===== src/rtl/pipeline_pkg.sv =====
// Shared types for the RV32I pipeline hazard controller: forwarding selects,
// memory-handshake FSM states and the forwarding priority rule.
package pipeline_pkg;

    typedef enum logic [1:0] {
        FWD_RF  = 2'b00,
        FWD_WB  = 2'b01,
        FWD_MEM = 2'b10
    } fwd_sel_e;

    typedef enum logic {
        MEM_IDLE = 1'b0,
        MEM_WAIT = 1'b1
    } mem_state_e;

    localparam logic [4:0] REG_ZERO = 5'd0;

    // M-stage result is younger than W-stage, so it wins when both match.
    function automatic fwd_sel_e fwd_select(
        input logic [4:0] rs,
        input logic [4:0] rd_m,
        input logic       wr_m,
        input logic [4:0] rd_w,
        input logic       wr_w
    );
        if (wr_m && (rd_m != REG_ZERO) && (rd_m == rs)) return FWD_MEM;
        if (wr_w && (rd_w != REG_ZERO) && (rd_w == rs)) return FWD_WB;
        return FWD_RF;
    endfunction

endpackage


===== src/rtl/sat_counter.sv =====
// Event counter that sticks at all-ones instead of wrapping.
module sat_counter #(
    parameter int WIDTH = 32
) (
    input  logic             clk,
    input  logic             rst,
    input  logic             inc,
    output logic [WIDTH-1:0] count
);

    logic [WIDTH-1:0] r_count;

    always_ff @(posedge clk) begin
        if (rst) begin
            r_count <= '0;
        end else if (inc && (r_count != '1)) begin
            r_count <= r_count + 1'b1;
        end
    end

    assign count = r_count;

endmodule


===== src/rtl/pipeline_ctrl.sv =====
// Hazard and sequencing controller for the 5-stage RV32I pipeline: forwarding,
// load-use and branch hazards, and the handshake with a multi-cycle data memory.
module pipeline_ctrl
    import pipeline_pkg::*;
#(
    parameter int CNT_WIDTH   = 32,
    parameter int MEM_TIMEOUT = 64
) (
    input  logic                 clk,
    input  logic                 rst,
    input  logic [4:0]           Rs1D,
    input  logic [4:0]           Rs2D,
    input  logic [4:0]           Rs1E,
    input  logic [4:0]           Rs2E,
    input  logic [4:0]           RdE,
    input  logic [4:0]           RdM,
    input  logic [4:0]           RdW,
    input  logic                 RegWriteM,
    input  logic                 RegWriteW,
    input  logic                 LoadE,
    input  logic                 PCSrcE,
    input  logic                 MemAccessM,
    input  logic                 MemReadyM,
    output logic                 MemReqM,
    output logic [1:0]           ForwardAE,
    output logic [1:0]           ForwardBE,
    output logic                 StallF,
    output logic                 StallD,
    output logic                 StallE,
    output logic                 StallM,
    output logic                 FlushD,
    output logic                 FlushE,
    output logic                 FlushW,
    output logic                 MemErr,
    output logic [CNT_WIDTH-1:0] StallCnt,
    output logic [CNT_WIDTH-1:0] FlushCnt,
    output logic                 o_dbg_mem_state
);

    localparam int TW = (MEM_TIMEOUT < 1) ? 1 : $clog2(MEM_TIMEOUT + 1);
    localparam logic [TW-1:0] TIMEOUT_CNT = TW'(MEM_TIMEOUT);

    mem_state_e    r_state;
    logic [TW-1:0] r_timer;
    logic          r_mem_err;

    logic w_mem_stall;
    logic w_lw_stall;
    logic w_branch;
    logic w_stall_front;

    // Memory handshake: MemReqM is held high from the first cycle of an access
    // until the cycle MemReadyM is seen; that cycle completes the access and the
    // pipeline advances in it. A reset drops MemReqM and abandons the access.
    always_ff @(posedge clk) begin
        if (rst) begin
            r_state   <= MEM_IDLE;
            r_timer   <= '0;
            r_mem_err <= 1'b0;
        end else begin
            case (r_state)
                MEM_IDLE: begin
                    if (MemAccessM && !MemReadyM) begin
                        r_state <= MEM_WAIT;
                        r_timer <= TW'(1);
                    end
                end
                MEM_WAIT: begin
                    if (MemReadyM) begin
                        r_state <= MEM_IDLE;
                    end else if (r_timer == TIMEOUT_CNT) begin
                        r_mem_err <= 1'b1;
                    end else begin
                        r_timer <= r_timer + 1'b1;
                    end
                end
                default: r_state <= MEM_IDLE;
            endcase
        end
    end

    assign w_mem_stall = !rst && ((r_state == MEM_WAIT) ? !MemReadyM
                                                        : (MemAccessM && !MemReadyM));

    assign w_lw_stall = !rst && LoadE && (RdE != REG_ZERO) &&
                        ((RdE == Rs1D) || (RdE == Rs2D));

    // A memory stall freezes E, so branch and load-use resolve once it releases.
    assign w_branch      = !rst && PCSrcE && !w_mem_stall;
    assign w_stall_front = w_mem_stall || (w_lw_stall && !w_mem_stall);

    assign StallF = w_stall_front;
    assign StallD = w_stall_front;
    assign StallE = w_mem_stall;
    assign StallM = w_mem_stall;

    assign FlushD = rst || w_branch;
    assign FlushE = rst || w_branch || (w_lw_stall && !w_mem_stall);
    assign FlushW = rst || w_mem_stall;

    assign MemReqM = !rst && ((r_state == MEM_WAIT) || MemAccessM);
    assign MemErr  = r_mem_err;

    assign ForwardAE = rst ? FWD_RF : fwd_select(Rs1E, RdM, RegWriteM, RdW, RegWriteW);
    assign ForwardBE = rst ? FWD_RF : fwd_select(Rs2E, RdM, RegWriteM, RdW, RegWriteW);

    assign o_dbg_mem_state = r_state;

    sat_counter #(.WIDTH(CNT_WIDTH)) u_stall_cnt (
        .clk   (clk),
        .rst   (rst),
        .inc   (w_stall_front),
        .count (StallCnt)
    );

    sat_counter #(.WIDTH(CNT_WIDTH)) u_flush_cnt (
        .clk   (clk),
        .rst   (rst),
        .inc   (w_branch),
        .count (FlushCnt)
    );

endmodule


===== config.mk =====
export PLATFORM = sky130hd
export DESIGN_NAME = pipeline_ctrl
export DESIGN_NICKNAME = d
export VERILOG_FILES = /design/src/rtl/pipeline_pkg.sv /design/src/rtl/sat_counter.sv /design/src/rtl/pipeline_ctrl.sv
export SDC_FILE = /design/constraint.sdc
export NUM_CORES = 1
export LEC_CHECK = 0
export ABC_CLOCK_PERIOD_IN_PS = 4400
export CAP_MARGIN = 20
export CORE_UTILIZATION = 40
export CTS_CLUSTER_DIAMETER = 150
export DETAILED_ROUTE_END_ITERATION = 7
export PLACE_DENSITY_LB_ADDON = 0.25
export SYNTH_ARGS = -nofsm -noshare
export SYNTH_HDL_FRONTEND = slang
export SYNTH_SLANG_ARGS = --single-unit

===== constraint.sdc =====
create_clock -name clk -period 4.4 [get_ports clk]
set_input_delay 1.32 -clock clk [delete_from_list [all_inputs] [get_ports clk]]
set_output_delay 1.32 -clock clk [all_outputs]
set_load 0.005 [all_outputs]

==> results of run 1 <==
[flip-flops by register name (all words and copies together) (netlist names)]
| name | count |
|---|---|
| u_flush_cnt.count | 32 |
| u_stall_cnt.count | 32 |
| r_timer | 7 |
| MemErr | 1 |
| o_dbg_mem_state | 1 |
[routing by layer]
metal	vias up	wire length [µm]	GRT usage [%]
met1	2017	4900	25.5
met4	0	227	7.24
met5	-	0	0
met3	13	673	5.14
li1	2105	-	-
met2	115	5790	36.5
[area by class of cell]
class	count	area [µm²]	area share (%)
multi-input combinational	385	2650	44.5
inverter	7	26.3	0.441
tap	136	170	2.86
sequential	73	1460	24.5
clock buffer	12	165	2.77
clock inverter	4	50.0	0.840
timing repair buffer	152	1430	24.1
[timing repair]
action	CTS	global route
pin swaps	7	4
buffers inserted	0	1
resized for setup	29	6
setup endpoints to repair	7	1
[through the flow]
stage	TNS (ps)	std cells	util, %
6_report	0	769	58.2
5_1_grt	0	769	58.2
4_1_cts	-48.6	768	58.0
3_5_place_dp	-1950	752	55.4
3_3_place_gp	-1460	752	55.4
2_1_floorplan	0	487	-
[cell usage in the layout, fill, tap and decap left out, types with 18 or more instances in the layout]
master	synthesis	routed
clkdlybuf4s50_1	0	103
dfxtp_1	73	73
nor2_1	45	45
nand2_1	37	37
nand3_1	32	32
buf_4	6	31
xor2_1	30	30
a21oi_1	28	28
xnor2_1	28	27
or4_1	24	22
o31ai_1	18	18
[power by group through the flow]
stage | combinational (W) | sequential, W | clock (W)
floorplan | 0.0000667 | 0.000683 | 0
detailed placement | 0.000163 | 0.000684 | 0
global route | 0.000181 | 0.000669 | 0.000596
CTS | 0.000167 | 0.000668 | 0.000568
finish | 0.000168 | 0.000668 | 0.000557
global placement | 0.000158 | 0.000684 | 0
[path summary, 6_finish.rpt]
check | start | to | slack, ps
setup / recovery | RdE[0] | FlushE | 70
hold / removal | MemErr | MemErr | 480
setup reg to reg | u_stall_cnt.count[0] | u_stall_cnt.count[13] | 1330
hold reg to reg | MemErr | MemErr | 480
[critical path: cells and delay by family]
family,cells,cell delay [ps]
buffers and inverters,2,710
AO/OA/AOI/OAI,2,580
AND/OR/NAND/NOR,1,400
[cells by family (layout without fill, tap and decap cells)]
logic type | after synthesis | after routing
buf+inv | 29 | 175
flops | 73 | 73
mux | 7 | 7
xor+xnor | 58 | 58
fa+ha+maj | 4 | 4
compound gates | 83 | 83
simple gates | 233 | 233
==> results.cfg, run 1 <==
[synthesis]
ys_top_cells_by_count = 73 x dfxtp_1, 45 x nor2_1, 37 x nand2_1
synth_adder_area_share_pct = 1.19
yosysMostFrequentCell = dfxtp_1
synthArstFlopShare_pct = 0
syn_nets = 534
postSynthAreaPerCell_um2 = 8.62
yosys.area_share.simple_pct = 32.7
ys.flop_type = dfxtp_1
synth_top_area_share_pct = 34.8
synth_seq_cells = 73
synth.area.mux_share_pct = 1.79
synth_edf_count = 0
synth_area_leaders = dfxtp_1 35%, xor2_1 6.3%, xnor2_1 5.8%
synth_top_family_by_area = simple AND/OR/NAND/NOR gates
synth_xor_area_share_pct = 12.1
yosysSeqAreaShare_pct = 34.8
synth_top_area_cell = dfxtp_1
postSynthCellCount = 487
synth_cell_types = 60
yosys_warnings = 0
netlist_area_mm2 = 0.00420
synth_compound_area_share_pct = 13.6

[power]
power_density_mw_per_mm2 = 234
p_sw_w = 0.000331
power_frac_seq_pct = 48.0
power.internal_w = 0.00106
power_frac_comb_pct = 12.1
clkPwrFrac_pct = 40.0
ir_drop_uv = 139
total_power_w = 0.00139
p_leak_nw = 2.10
switching_share_pct = 23.8

[drt]
ant_nets = 0
drc = 0
drt_pre_antenna_iters = 4
wire_per_inst_um = 15.1
vias = 4250
drt_iter0_drc = 204
drt_wl_total_um = 11600
viasPerCell = 5.53

[grt]
grtUsageTotal_pct = 21.2
grt_pass1_wl_um = 19100
grt_max_degree = 63
overflow = 0
antenna_found_initial = 0
grt_pass1_vias = 4089

[layout]
fill_cells = 921
antenna_cells = 0
synthToLayoutAreaGrowth_pct = 41.9
drive_gt1_share_pct = 13.4
nets = 675
postLayoutCellArea_mm2 = 0.00596

[cts]
cts_max_path_buffers = 2
root_buffer = clkbuf_8
cts_buffers = 9
cts_sinks = 73
clk_pin_slew_ps = 80
h-tree-depth = 3
clk_latency_ps = 340
hold_buffers = 0
cts_tree = done

[sta]
hold_violations = 0
setup_violations = 0
fmax_ghz = 0.231
tightest_slew_ps = 828
post-route-min-period_ps = 4330
slew_headroom_pct = 44.7
min_period_over_period_pct = 98.4
fin_skew_ps = 11.0
layout_setup_ws_ps = 68.7
whs_ps = 483
maxSlewViolCount = 0
rsz0062_at_grt = false

[floorplanning]
die_h_um = 104
pin_count = 121
start_util_pct = 41.1
core_area_mm2 = 0.0102
die_x_um = 104
die-area_mm2 = 0.0109
rows = 37

[worst_setup_path]
worstPathRequired_ps = 3080
cp_data_arrival_time_ps = 3010
path_class = in2out
worstPathMaxFanout = 2
critical_path.max_stage_delay_ps = 440
reg2reg_depth = 7
worstSetupStartpointType = primary input
cp_slowest_cell = clkdlybuf4s50_1
cp-end-kind = output pin
path_cells = clkdlybuf4s50_1, or3_4, o311a_4, a31o_2, dlygate4sd2_1

[min_path]
hold_depth = 2
hold_class = reg2reg

[placed_design]
pre_cts_slack_ps = -603
dpl.hpwl_um = 8580
place_area_mm2 = 0.00567
io_buffers = 120
gp_congestion = 0.850

[outcome]
status = completed

[job]
cap_violations = 0
(Power assumes the default switching activity.)
==> run 2: changes to the inputs <==
PLACE_DENSITY_LB_ADDON = 0.12   (was 0.25)
==> run 2 against run 1 <==
Critical path depth is 1 higher. Setup slack worse by 2.6 ps. Combinational power is 4% lower. Via count is 1.3% lower. Clock skew is 4.3 ps higher. Critical endpoint is now ForwardAE[0].
==> results.cfg, run 2 (synthesized netlist as in run 1, its figures left out) <==
[job]
cap_violations = 0

[sta]
rsz0062_at_grt = false
fin_skew_ps = 15.3
min_period_over_period_pct = 98.5
tightest_slew_ps = 789
fmax_ghz = 0.231
hold_violations = 0
maxSlewViolCount = 0
layout_setup_ws_ps = 66.1
post-route-min-period_ps = 4330
slew_headroom_pct = 47.3
setup_violations = 0

[placed_design]
dpl.hpwl_um = 8360
io_buffers = 120
pre_cts_slack_ps = -467
gp_congestion = 0.841

[worst_setup_path]
critPathBufInv = 2
path_class = in2out
cp-end-kind = output pin
cp_data_arrival_time_ps = 3010
critical_path.max_stage_delay_ps = 550
cp_slowest_cell = or4_1
cp_top_family = simple AND/OR/NAND/NOR gates
worstPathMaxFanout = 2
worstSetupStartpointType = primary input
worstPathRequired_ps = 3080
path_cells = clkdlybuf4s50_1, or4_1, o21ai_2, nor3_1, nor4_4, buf_2

[drt]
vias = 4196
wire_per_inst_um = 14.9
drc = 0
drt_iter0_drc = 212
viasPerCell = 5.50
drt_wl_total_um = 11400
drt_pre_antenna_iters = 4
ant_nets = 0

[floorplanning]
die-area_mm2 = 0.0109
core_area_mm2 = 0.0102
pin_count = 121
die_h_um = 104
start_util_pct = 41.1
die_x_um = 104
rows = 37

[layout]
antenna_cells = 0
synthToLayoutAreaGrowth_pct = 40.0
fin_util_pct = 57.5
final_cell_mix = 110 x clkdlybuf4s50_1, 73 x dfxtp_1, 45 x nor2_1
mostFrequentLayoutCell = clkdlybuf4s50_1
nets = 671
drive_gt1_share_pct = 11.8

[cts]
cts_buffers = 9
h-tree-depth = 3
cts_tree = done
cts_sinks = 73
root_buffer = clkbuf_8
clk_pin_slew_ps = 70
cts_max_path_buffers = 2
clk_latency_ps = 350

[grt]
grt_pass1_wl_um = 19000
antenna_found_initial = 0
grt_max_degree = 60
grtUsageTotal_pct = 21.4
grt_pass1_vias = 3964
overflow = 0

[power]
power_density_mw_per_mm2 = 242
ir_drop_uv = 134
p_leak_nw = 2.03

[outcome]
status = completed

[min_path]
hold_class = reg2reg
[run 2: cell count changes in the layout (fill, tap and decap cells not counted), sizes merged]
cell           previous run  this run
clkdlybuf4s50           103       110
dlygate4sd2              10         6
dlymetal6s2s              4         0
buf                      34        31
clkinvlp                  2         0
bufinv                    1         2
clkbuf                   12        11
[run 2: layout make-up]
class / count / area [µm²]
flip-flops and latches: 73 / 1460
repair buffers: 148 / 1390
inverters: 7 / 26.3
clock inverters: 3 / 65.1
multi-input cells: 385 / 2620
fillers: 935 / 4350
clock buffers: 11 / 151
well taps: 136 / 170
[run 2: power by group]
group / switching [W] / total (W) / internal (W)
combinational: 0.0000744 / 0.000162 / 0.0000872
clock: 0.000248 / 0.000592 / 0.000344
sequential: 0.00000466 / 0.000668 / 0.000664
total: 0.000327 / 0.00142 / 0.00109
[run 2: worst paths after layout]
| kind | startpoint | endpoint | slack (ps) | cells past startpoint |
|---|---|---|---|---|
| worst min-delay path | MemErr | MemErr | 480 | 2 |
| worst max register to register | u_stall_cnt.count[1] | u_stall_cnt.count[13] | 1370 | 7 |
| worst max-delay path | RdM[1] | ForwardAE[0] | 70 | 6 |
| worst min register to register | MemErr | MemErr | 480 | 2 |
[run 2: repair_timing]
item                                   in CTS  in global routing
endpoints found under the hold margin       0                  0
cloned                                      0                  0
setup endpoints to repair                   7                  3
resized for setup                          20                  3
pin swaps                                   5                  2
hold buffers                                0                  0
buffers inserted                            0                  0
[run 2: per-stage QoR]
stage	setup TNS, ps	total power, W	hold slack, ps	cells	area, µm²
after floorplan	0	0.000750	454	487	4200
after global placement	-1700	0.000842	472	750	5660
after detailed placement	-1770	0.000844	470	750	5660
after CTS	-14.8	0.00144	491	763	5880
after global routing	0	0.00148	521	763	5880
final	0	0.00142	485	763	5880
[run 2: metal layers]
metal,vias to the layer above,track usage [%],wire length [µm]
met5,-,0,0
met4,0,6.12,142
met3,8,6.70,641
met2,123,35.1,5500
met1,1969,26.8,5080
li1,2096,-,-
[run 2: worst reg2reg max path, delay by kind of cell (launching register included)]
kind          cells  cell delay, ps
fa+ha+maj         1             200
buf+inv           1              70
flops             1             410
mux               1             340
simple gates      4            1910
==> run 3: changes to the inputs <==
CORE_UTILIZATION = 29   (was 40)
GPL_ROUTABILITY_DRIVEN = 0   (was unset)
SLEW_MARGIN = 20   (was unset)
==> run 3 against run 2 <==
First-iteration DRC count is 15% higher. Largest cell class unchanged. Critical endpoint is now StallF. Total power is 12% higher. Clock skew is 7.7 ps lower. Non-clock buffer count stayed put. Cell count is 6.0% higher. Design area is 2.1% higher. Via count stayed put. Count of clock-buffer cells in the layout is 3 higher. Core utilization is 15 points lower.
==> results.cfg, run 3 (synthesized netlist as in run 1, its figures left out) <==
[sta]
fin_skew_ps = 7.58
tns_ps = 0
layout_setup_ws_ps = 84.4
min_period_over_period_pct = 98.1
maxSlewViolCount = 0
fmax_ghz = 0.232
slew_headroom_pct = 44.5
setup_violations = 0
whs_ps = 469
post-route-min-period_ps = 4320
hold_violations = 0
tightest_slew_ps = 831
rsz0062_at_grt = false

[floorplanning]
die_h_um = 122
core_area_mm2 = 0.0140
pin_count = 121
die-area_mm2 = 0.0150
start_util_pct = 30.0
rows = 43
die_x_um = 122

[drt]
ant_nets = 0
wire_per_inst_um = 14.4
drc = 0
drt_pre_antenna_iters = 4
viasPerCell = 5.19
vias = 4196
drt_wl_total_um = 11700
drt_iter0_drc = 243

[job]
cap_violations = 0

[power]
ir_drop_uv = 185
p_leak_nw = 2.07
power_density_mw_per_mm2 = 264
total_power_w = 0.00159

[layout]
mostFrequentLayoutCell = clkdlybuf4s50_1
multi_input_area_mm2 = 0.00260
nets = 671
postLayoutCellArea_mm2 = 0.00601
synthToLayoutAreaGrowth_pct = 43.0
antenna_cells = 0
fill_cells = 1479
drive_gt1_share_pct = 11.8
final_cell_mix = 111 x clkdlybuf4s50_1, 73 x dfxtp_1, 45 x nor2_1
final-seq-area_mm2 = 0.00146

[grt]
grt_max_degree = 60
grtUsageTotal_pct = 16.1
antenna_found_initial = 0
overflow = 0
grt_pass1_wl_um = 18900
grt_pass1_vias = 3897

[worst_setup_path]
setup.worst_path.start = RdE[1]
worstPathRequired_ps = 3080
cp_data_arrival_time_ps = 3000
worstPathMaxFanout = 3
worstSetupStartpointType = primary input
r2r-start = u_stall_cnt.count[12]
r2r_setup_slack_ps = 1790
cp-end-kind = output pin
path_class = in2out

[cts]
cts_buffers = 9
h-tree-depth = 3
root_buffer = clkbuf_16
cts_max_path_buffers = 2
clk_latency_ps = 340
hold_buffers = 0
cts_tree = done
clk_pin_slew_ps = 50
cts_sinks = 73

[min_path]
hold_start = MemErr
hold_class = reg2reg

[outcome]
status = completed

[placed_design]
io_buffers = 120
dpl.hpwl_um = 8630
place_area_mm2 = 0.00570
pre_cts_slack_ps = -459
run 3: changes by cell type in the layout (fill, tap and decap cells not counted), sizes merged:
cell and change:
dlygate4sd2 -1, clkdlybuf4s50 +1, clkdlybuf4s15 -1, bufinv -1, clkbuf +4
run 3: critical path, stage by stage:
cell and delay, ps:
clkdlybuf4s50_1 430, or3_1 350, o311a_1 390, a21oi_4 190, inv_2 60, dlygate4sd2_1 260
run 3: metrics by stage:
stage                     util (%)  std cells
after floorplan                  -        487
after global placement        40.7        792
after detailed placement      40.7        792
after CTS                     43.0        809
after global routing          42.9        809
final                         42.9        809
run 3: final timing paths:
kind / endpoint / cells after the start
worst max-delay path: StallF / 6
worst min-delay path: MemErr / 2
worst max register to register: u_stall_cnt.count[13] / 6
worst min register to register: MemErr / 2
run 3: power breakdown:
group          internal (W)  switching, W  total (W)  leakage, nW
sequential         0.000665    0.00000481   0.000669        0.588
clock              0.000485      0.000276   0.000761        0.153
combinational     0.0000860     0.0000725   0.000159         1.33
total               0.00124      0.000353    0.00159         2.07
run 3: repair_timing:
action,CTS,global route
endpoints found under the setup margin,7,3
pin swaps,3,4
gates resized for setup,20,1
setup buffers,1,0
gates cloned,0,0
run 3: layout make-up:
class	count	share of cell area, %
Sequential cell	73	24.3
Clock buffer	14	4.56
Timing Repair Buffer	148	23.1
Clock inverter	2	0.583
Multi-Input combinational cell	385	43.3
Inverter	7	0.437
Tap cell	180	3.75
run 3: routing by layer:
| layer | share of wire, % | global-route usage (%) |
|---|---|---|
| met1 | 47 | 19.6 |
| met2 | 45 | 25.4 |
| met3 | 6.4 | 5.90 |
| met4 | 2.2 | 7.01 |
| met5 | 0 | 0 |
